==> src/rtl/f_cc_unit_pkg.sv <==
// f_cc_unit shared definitions: FCSR field positions and CTC1/CFC1 selectors.
// Also consumed by the FP decode and exception units.
package f_cc_unit_pkg;

  localparam int unsigned NUM_CC = 8;

  localparam int unsigned FCSR_FCC0   = 23;
  localparam int unsigned FCSR_FCC_HI = 31;
  localparam int unsigned FCSR_FCC_LO = 25;
  localparam int unsigned FCSR_FS     = 24;
  localparam int unsigned FCSR_CAUSE  = 12;
  localparam int unsigned FCSR_EN     = 7;
  localparam int unsigned FCSR_FLAG   = 2;
  localparam int unsigned FCSR_RM     = 0;
  localparam int unsigned CAUSE_W     = 6;
  localparam int unsigned EXC_W       = 5;
  localparam int unsigned EXC_V       = 4;

  localparam logic [1:0] SEL_FCSR = 2'd0;
  localparam logic [1:0] SEL_FCCR = 2'd1;
  localparam logic [1:0] SEL_FEXR = 2'd2;
  localparam logic [1:0] SEL_FENR = 2'd3;

  typedef struct packed {
    logic [NUM_CC-1:0]  fcc;
    logic               fs;
    logic [CAUSE_W-1:0] cause;
    logic [EXC_W-1:0]   en;
    logic [EXC_W-1:0]   flag;
    logic [1:0]         rm;
  } fcsr_t;

endpackage

==> src/rtl/f_cc_unit_fcsr_pack.sv <==
// f_cc_unit_fcsr_pack: combinational CFC1 read mux over the FCSR field
// registers, producing the FCSR, FCCR, FEXR and FENR views.
module f_cc_unit_fcsr_pack
  import f_cc_unit_pkg::*;
(
  input  fcsr_t       f_i,
  input  logic [1:0]  sel_i,
  output logic [31:0] data_o
);

  logic [31:0] fcsr;
  logic [31:0] fccr;
  logic [31:0] fexr;
  logic [31:0] fenr;

  always_comb begin
    fcsr = '0;
    fcsr[FCSR_FCC_HI:FCSR_FCC_LO] = f_i.fcc[7:1];
    fcsr[FCSR_FCC0] = f_i.fcc[0];
    fcsr[FCSR_FS] = f_i.fs;
    fcsr[FCSR_CAUSE +: CAUSE_W] = f_i.cause;
    fcsr[FCSR_EN +: EXC_W] = f_i.en;
    fcsr[FCSR_FLAG +: EXC_W] = f_i.flag;
    fcsr[FCSR_RM +: 2] = f_i.rm;

    fccr = {24'b0, f_i.fcc};

    fexr = '0;
    fexr[FCSR_CAUSE +: CAUSE_W] = f_i.cause;
    fexr[FCSR_FLAG +: EXC_W] = f_i.flag;

    fenr = {20'b0, f_i.en, 4'b0, f_i.fs, f_i.rm};

    data_o = fcsr;
    unique case (sel_i)
      SEL_FCSR: data_o = fcsr;
      SEL_FCCR: data_o = fccr;
      SEL_FEXR: data_o = fexr;
      SEL_FENR: data_o = fenr;
      default:  data_o = fcsr;
    endcase
  end

endmodule

==> src/rtl/f_cc_unit.sv <==
// f_cc_unit: FP condition codes and FCSR, compare commit and FCC reads.
// Define FCC_BYPASS_EN to forward a committing result to FCC readers.
module f_cc_unit
  import f_cc_unit_pkg::*;
(
  input  logic        clk,
  input  logic        resetn,
  input  logic        flush,
  input  logic        iss_valid,
  input  logic [2:0]  iss_cc,
  input  logic        cmp_ready,
  input  logic        cmp_wait,
  input  logic        cmp_result,
  input  logic        cmp_invalid,
  output logic        busy,
  input  logic        rd_valid,
  input  logic [2:0]  rd_cc,
  input  logic        rd_tf,
  output logic        rd_ready,
  output logic        rd_taken,
  input  logic        cw_valid,
  input  logic [1:0]  cw_sel,
  input  logic [31:0] cw_data,
  output logic        cw_ready,
  input  logic [1:0]  cr_sel,
  output logic [31:0] cr_data,
  output logic        fpe_exc
);

  localparam logic [0:0] S_IDLE = 1'b0;
  localparam logic [0:0] S_PEND = 1'b1;

  logic [0:0] st_q, st_d;
  logic [2:0] pend_q, pend_d;
  logic       fpe_q, fpe_d;
  fcsr_t      r_q, r_d;

  logic commit;
  logic commit_ok;
  logic exc;
  logic byp;
  logic cw_fire;
  logic unused_ok;

  assign busy      = (st_q == S_PEND);
  assign cw_ready  = ~busy;
  assign commit    = busy & cmp_ready & ~cmp_wait;
  assign commit_ok = commit & ~flush;
  assign exc       = cmp_invalid & r_q.en[EXC_V];
  assign cw_fire   = cw_valid & cw_ready;
  assign fpe_exc   = fpe_q;
  assign unused_ok = ^{rd_valid, cw_data[22:18]};

`ifdef FCC_BYPASS_EN
  assign byp = commit_ok & ~exc & (pend_q == rd_cc);
`else
  assign byp = 1'b0;
`endif

  assign rd_ready = ~(busy & (pend_q == rd_cc)) | byp;
  assign rd_taken = (byp ? cmp_result : r_q.fcc[rd_cc]) == rd_tf;

  always_comb begin
    st_d   = st_q;
    pend_d = pend_q;
    if (flush) begin
      st_d = S_IDLE;
    end else if (st_q == S_IDLE) begin
      if (iss_valid) begin
        st_d   = S_PEND;
        pend_d = iss_cc;
      end
    end else if (commit) begin
      if (iss_valid) begin
        pend_d = iss_cc;
      end else begin
        st_d = S_IDLE;
      end
    end
  end

  always_comb begin
    r_d   = r_q;
    fpe_d = commit_ok & exc;
    if (commit_ok) begin
      r_d.cause = '0;
      r_d.cause[EXC_V] = cmp_invalid;
      if (!exc) begin
        r_d.fcc[pend_q] = cmp_result;
        r_d.flag[EXC_V] = r_q.flag[EXC_V] | cmp_invalid;
      end
    end
    if (cw_fire) begin
      unique case (1'b1)
        cw_sel == SEL_FCSR: begin
          r_d.fcc   = {cw_data[FCSR_FCC_HI:FCSR_FCC_LO],
                       cw_data[FCSR_FCC0]};
          r_d.fs    = cw_data[FCSR_FS];
          r_d.cause = cw_data[FCSR_CAUSE +: CAUSE_W];
          r_d.en    = cw_data[FCSR_EN +: EXC_W];
          r_d.flag  = cw_data[FCSR_FLAG +: EXC_W];
          r_d.rm    = cw_data[FCSR_RM +: 2];
        end
        cw_sel == SEL_FCCR: begin
          r_d.fcc = cw_data[NUM_CC-1:0];
        end
        cw_sel == SEL_FEXR: begin
          r_d.cause = cw_data[FCSR_CAUSE +: CAUSE_W];
          r_d.flag  = cw_data[FCSR_FLAG +: EXC_W];
        end
        cw_sel == SEL_FENR: begin
          r_d.en = cw_data[FCSR_EN +: EXC_W];
          r_d.fs = cw_data[2];
          r_d.rm = cw_data[1:0];
        end
        default: ;
      endcase
    end
  end

  always_ff @(posedge clk or negedge resetn) begin
    if (!resetn) begin
      st_q   <= S_IDLE;
      pend_q <= '0;
      fpe_q  <= 1'b0;
      r_q    <= '0;
    end else begin
      st_q   <= st_d;
      pend_q <= pend_d;
      fpe_q  <= fpe_d;
      r_q    <= r_d;
    end
  end

  f_cc_unit_fcsr_pack u_pack (
    .f_i    (r_q),
    .sel_i  (cr_sel),
    .data_o (cr_data)
  );

endmodule

==> config.mk <==
export PLATFORM = sky130hd
export DESIGN_NAME = f_cc_unit
export DESIGN_NICKNAME = d
export VERILOG_FILES = /design/src/rtl/f_cc_unit_pkg.sv /design/src/rtl/f_cc_unit_fcsr_pack.sv /design/src/rtl/f_cc_unit.sv
export SDC_FILE = /design/constraint.sdc
export NUM_CORES = 1
export LEC_CHECK = 0
export BUFFER_PORTS_ARGS = -buffer_cell sky130_fd_sc_hd__buf_4
export CAP_MARGIN = 10
export CORE_MARGIN = 3
export CORE_UTILIZATION = 45
export DETAILED_ROUTE_END_ITERATION = 10
export GPL_ROUTABILITY_DRIVEN = 0
export GPL_TIMING_DRIVEN = 0
export PLACE_DENSITY = 0.77
export SLEW_MARGIN = 20
export SYNTH_ARGS = -nofsm -noshare
export SYNTH_HDL_FRONTEND = slang
export SYNTH_HIERARCHICAL = 1
export SYNTH_SLANG_ARGS = --single-unit
==> constraint.sdc <==
create_clock -name clk -period 4.4 [get_ports clk]
set_input_delay 0.22 -clock clk [delete_from_list [all_inputs] [get_ports clk]]
set_output_delay 0.22 -clock clk [all_outputs]
set_load 0.01 [all_outputs]
# ---- Word-level counts from Yosys, hierarchy flattened
# Index checks and enable logic that the tools add are counted.
dict set report word_totals {
  mem_bits_rw 0
  mem_bits_ro 0
  regBits 32
  latch_bits 0
  n_memories 0
  input_bits 53
}
dict set report classes {
  n_shift 0
  mux 25
  n_bitwise 12
  n_eq_ne 9
  n_lt_le_gt_ge 3
  n_reduce_logical 10
  div_mod_pow 0
  mul 0
  addsub 0
}
# operator n
set op_table {}
lappend op_table {{case mux 32 bit (4 select lines)} 1}
lappend op_table {{2-to-1 mux 27 bit} 1}
lappend op_table {{2-to-1 mux 8 bit} 2}
lappend op_table {{case mux 8 bit (2 select lines)} 1}
lappend op_table {{2-to-1 mux 6 bit} 2}
lappend op_table {{2-to-1 mux 5 bit} 2}
lappend op_table {{2-to-1 mux 3 bit} 3}
lappend op_table {{bitwise mux 8 bit} 1}
lappend op_table {{equality test 2 bit (second input constant)} 4}
lappend op_table {{< comparator 3 x 4 -> 1 bit (second input constant)} 2}
lappend op_table {{2-to-1 mux 1 bit} 8}
lappend op_table {{AND reduction 2 bit} 4}
lappend op_table {{bitwise AND 1 bit} 7}
lappend op_table {{equality test 2 x 1 -> 1 bit (second input constant)} 2}
lappend op_table {{logical NOT 2 bit} 2}
lappend op_table {{NOT 1 bit} 4}
lappend op_table {{OR reduction 2 bit} 2}
lappend op_table {{binary-select mux 1 bit (select 3 bit)} 1}
lappend op_table {{demux 1 bit (select 3 bit)} 1}
lappend op_table {{equality test 3 bit} 1}
lappend op_table {{>= comparator 3 x 1 -> 1 bit (second input constant)} 1}
lappend op_table {{2-to-1 mux 2 bit} 1}
lappend op_table {{inequality test 2 x 1 -> 1 bit (second input constant)} 1}
lappend op_table {{case mux 1 bit (2 select lines)} 1}
lappend op_table {{4 further kinds} 4}

# ---- Depth between registers and ports, before layout
dict set report logic_depth {
  word_depth 9
  depth_mapped 8
}

# ---- Modules after synthesis
# Netlist, hierarchy kept.
# module area_each_um2 cells_per_inst instances
set by_module_without_submodules {}
lappend by_module_without_submodules {f_cc_unit 1642.8 143 1}
lappend by_module_without_submodules {f_cc_unit_fcsr_pack 355.3 45 1}

# ---- Least setup slack after synthesis
# No wires, ideal clock.
dict set report synth_path {
  kind {register -> register}
  start {register st_q, in the netlist busy}
  end {register r_q[4] (netlist name)}
  path_buffers 1
  synth_period_minus_slack_ns 1.628
  t_arrival_ns 1.503
  stages_incl_launch_ff 5
  setup_slack_ns 2.772
  setup_time_ns 0.125
  required_time_ns 4.275
  path_cell_list {dfrtp_1 -> nand2b_1 -> nor2_1 -> buf_2 -> mux2_2}
}
dict set report synth_between {
  elab_chain_len 3
}
# element line_no
set synth_lines {}
lappend synth_lines {{start: declaration} f_cc_unit.sv:33} ;# logic [0:0] st_q, st_d;
lappend synth_lines {{start signal: assignment} f_cc_unit.sv:128} ;# st_q <= st_d;
lappend synth_lines {{NOT 1 bit} --}
lappend synth_lines {{bitwise AND 1 bit} f_cc_unit.sv:50} ;# assign cw_fire = cw_valid & cw_ready;
lappend synth_lines {{AND reduction 2 bit (no source line)} --}
lappend synth_lines {{end signal: assignment} f_cc_unit.sv:131} ;# r_q <= r_d;
lappend synth_lines {{end: declaration} f_cc_unit.sv:36} ;# fcsr_t r_q, r_d;
# Every way passes these cells.
# A chain may end at the register's enable or synchronous reset.

# ---- Worst setup path after layout
# Ends and elaborated chain as after synthesis.

==> results.md <==
- Fill cells: around 360
- Clk sinks: 32
- Worst Tran Pin Value: ~570 ps
- Cell Area, Synth: approximately 0.0020 sq mm
- Slew HR: 61.5%
- Final ANT Viol Nets: 0
- First-pass DRT Iterations: 4
- Met3 WL: slightly below 400 um
- Largest area contributor in the netlist: dfrtp_1
- Fin crit share: roughly 43%
- Max_cap viols: 0
- Pin count of the biggest net entering global routing: 33
- Dpl cells: between 300 and 400
- FMAX: 529 MHz
- LEAKAGE: about 1.3 nW
- Clk slew on worst S/H paths: ~60 ps
- Worst min-delay path category: in -> reg
- FF+latch count, synth: 32
- GRT Overall Usage: between 20% and 30%
- Placed wire-length estimate: 4220 um
- Share of the synthesized area in the top cell type: between 40% and 50%
- Tmin final: roughly 1900 ps
- Die area: around 0.0053 sq mm
- Post-Route M1 WL: approximately 2200 um
- Sequential share of the synthesized area: about two fifths
- Final Hold Fails: 0
- Ranking of synthesized cells by area: dfrtp_1, mux2_2, a22o_1
- Drt via density: around 5.4
- Synth warn: 6
- Root Buffer: clkbuf_8
- Worst hold slack: ~110 ps
- Avg WL per Cell: about 17 um
- RSZ-0062 raised after global routing: false
- Ratio of cells with drive above 1 in the final layout: between 40 and 50%
- Max clock buf depth: 2
- Critical Path RT: ~4600 ps
- Ant diodes: 0
- Worst-Skew Late Latency: about 280 ps
- Post-route worst setup slack: roughly 2500 ps
- Tot Pwr: between 0.9 and 1 mW
- Non-Filler Instances: between 300 and 400
- Crit path capture type: flop
- Number of synthesized flops with an enable pin: 0
- Count of final setup violators: 0
- Port Buffers: 76
- Top FF cell, synth: dfrtp_1
- Final Util: between 60% and 70%
- Site row count: 23
- Die width: approximately 73 um
- Crit path max fanout: 10
- Synth cell types: 44
- Total negative slack: 0 ps
- Fin. max-slew vios: 0
- Most frequent cell after synthesis: dfrtp_1
- First-pass GRT wire length: about 8800 um
- Area growth from synthesis to layout: 36.8%
- CP cell instances: nand2b_1, nor2_1, buf_2, mux2_2
- Ports: 90
- Asr flop ratio synth: 100%
- Worst path max stage delay: ~470 ps
- Final wirelength: between 5000 and 6000 um
- Total Nets Final: around 330
- Area of the multi-input gates: roughly 0.0011 sq mm
- Design area: around 0.0027 sq mm
- Most frequent cells after synthesis: dfrtp_1, a22o_1, and2_1, mux2_2, nand2_1
- Initial DRC Count: 60
- Post-Syn Instances: between 150 and 200
- Critical path launch point type: flop
- Sequential Area: about 800 sq um
- CTS tree: yes
- Power Density: between 300 and 400 mW/mm^2
- Worst EP arrival: 2060 ps
- # DRC: 0
- Worst slack, placed: approximately 2400 ps
- DR WL met2: between 2000 and 3000 um
- Vias in the first global route: around 1800
- Core area: 0.00414 sq mm
- Vias: between 1500 and 2000
- Peak supply drop: between 200 and 250 uV
- Cell Area, Placed: ~0.0026 sq mm
- Synth Area per Inst: ~11 sq um
- Die span in y: around 73 um
- Initial antenna violation count: 0
- Overflow after GRT: 0
- Status: completed
- Initial Utilization: 48.2%
- H-Tree Depth: 2
- CP Class: reg -> reg
- Slowest cell on the critical path: dfrtp_1
- Clk_skew: roughly 2.8 ps
- CTS Buf Count: 5
- Highest metal used: met4
==> area by class of cell <==
type	instances	share of cell area [%]
plain buffers	15	3.89
clock buffers	6	2.65
clock inverters	1	0.183
inverters	6	0.824
multi-input cells	139	39.6
flip-flops and latches	32	29.3
well taps	50	2.29
repair buffers	77	21.2
==> worst paths after layout <==
kind / from / end / slack [ps] / cells past startpoint
setup / recovery: busy / r_q[4] / 2510 / 4
hold / removal: flush / busy / 110 / 2
setup reg to reg: busy / r_q[4] / 2510 / 4
hold reg to reg: r_q[17] / r_q[17] / 500 / 1
max in group asynchronous: resetn / r_q[19] / 3680 / 2
min in group asynchronous: resetn / r_q[10] / 410 / 2
==> placed cells by master (no fill, tap or decap), types with 7 or more instances in the layout <==
cell type,n
a22o_1,15
and2_1,13
buf_4,81
dfrtp_1,32
mux2_2,13
mux2i_1,10
nand2_1,11
nor2_1,7
==> where the power goes <==
| part | switching, mW | total (mW) | internal (mW) |
|---|---|---|---|
| clock network | 0.105 | 0.212 | 0.107 |
| registers | 0.0479 | 0.401 | 0.354 |
| logic | 0.133 | 0.303 | 0.170 |
==> layer usage <==
metal,vias to the layer above,track usage (%)
met5,-,0
met4,0,7.38
met3,7,4.82
met2,68,35.6
met1,852,29.0
li1,848,-
==> state kept, by name, indices dropped and copies added, names as in the netlist <==
register  count
busy          1
pend_q        3
r_q          27
fpe_exc       1
==> critical path, delay by kind of cell, from the launching register on <==
family	cells	cell delay, ps
buffers and inverters	1	300
multiplexers	1	350
AND/OR/NAND/NOR	2	660
flip-flops	1	470
==> what timing repair did <==
item | 4_1_cts | 5_1_grt
gates resized for setup | 0 | 0
hold endpoints to repair | 32 | 0
hold buffers | 1 | 0
endpoints found under the setup margin | 0 | 0
buffers inserted | 0 | 0
==> cells by family (layout without fill, tap and decap cells) <==
| kind of cell | count (synthesis) | count (layout) | share of synthesized area [%] |
|---|---|---|---|
| adder cells (fa/ha/maj) | 4 | 4 | 2.50 |
| buffers and inverters | 21 | 105 | 6.45 |
| flip-flops | 32 | 32 | 40.1 |
| XOR/XNOR | 5 | 5 | 2.57 |
| AO/OA/AOI/OAI | 45 | 45 | 17.2 |
| other | 1 | 5 | 0.188 |
| AND/OR/NAND/NOR | 56 | 56 | 17.5 |
| multiplexers | 24 | 24 | 13.5 |
Note: power is estimated with default switching activity, not from simulation.
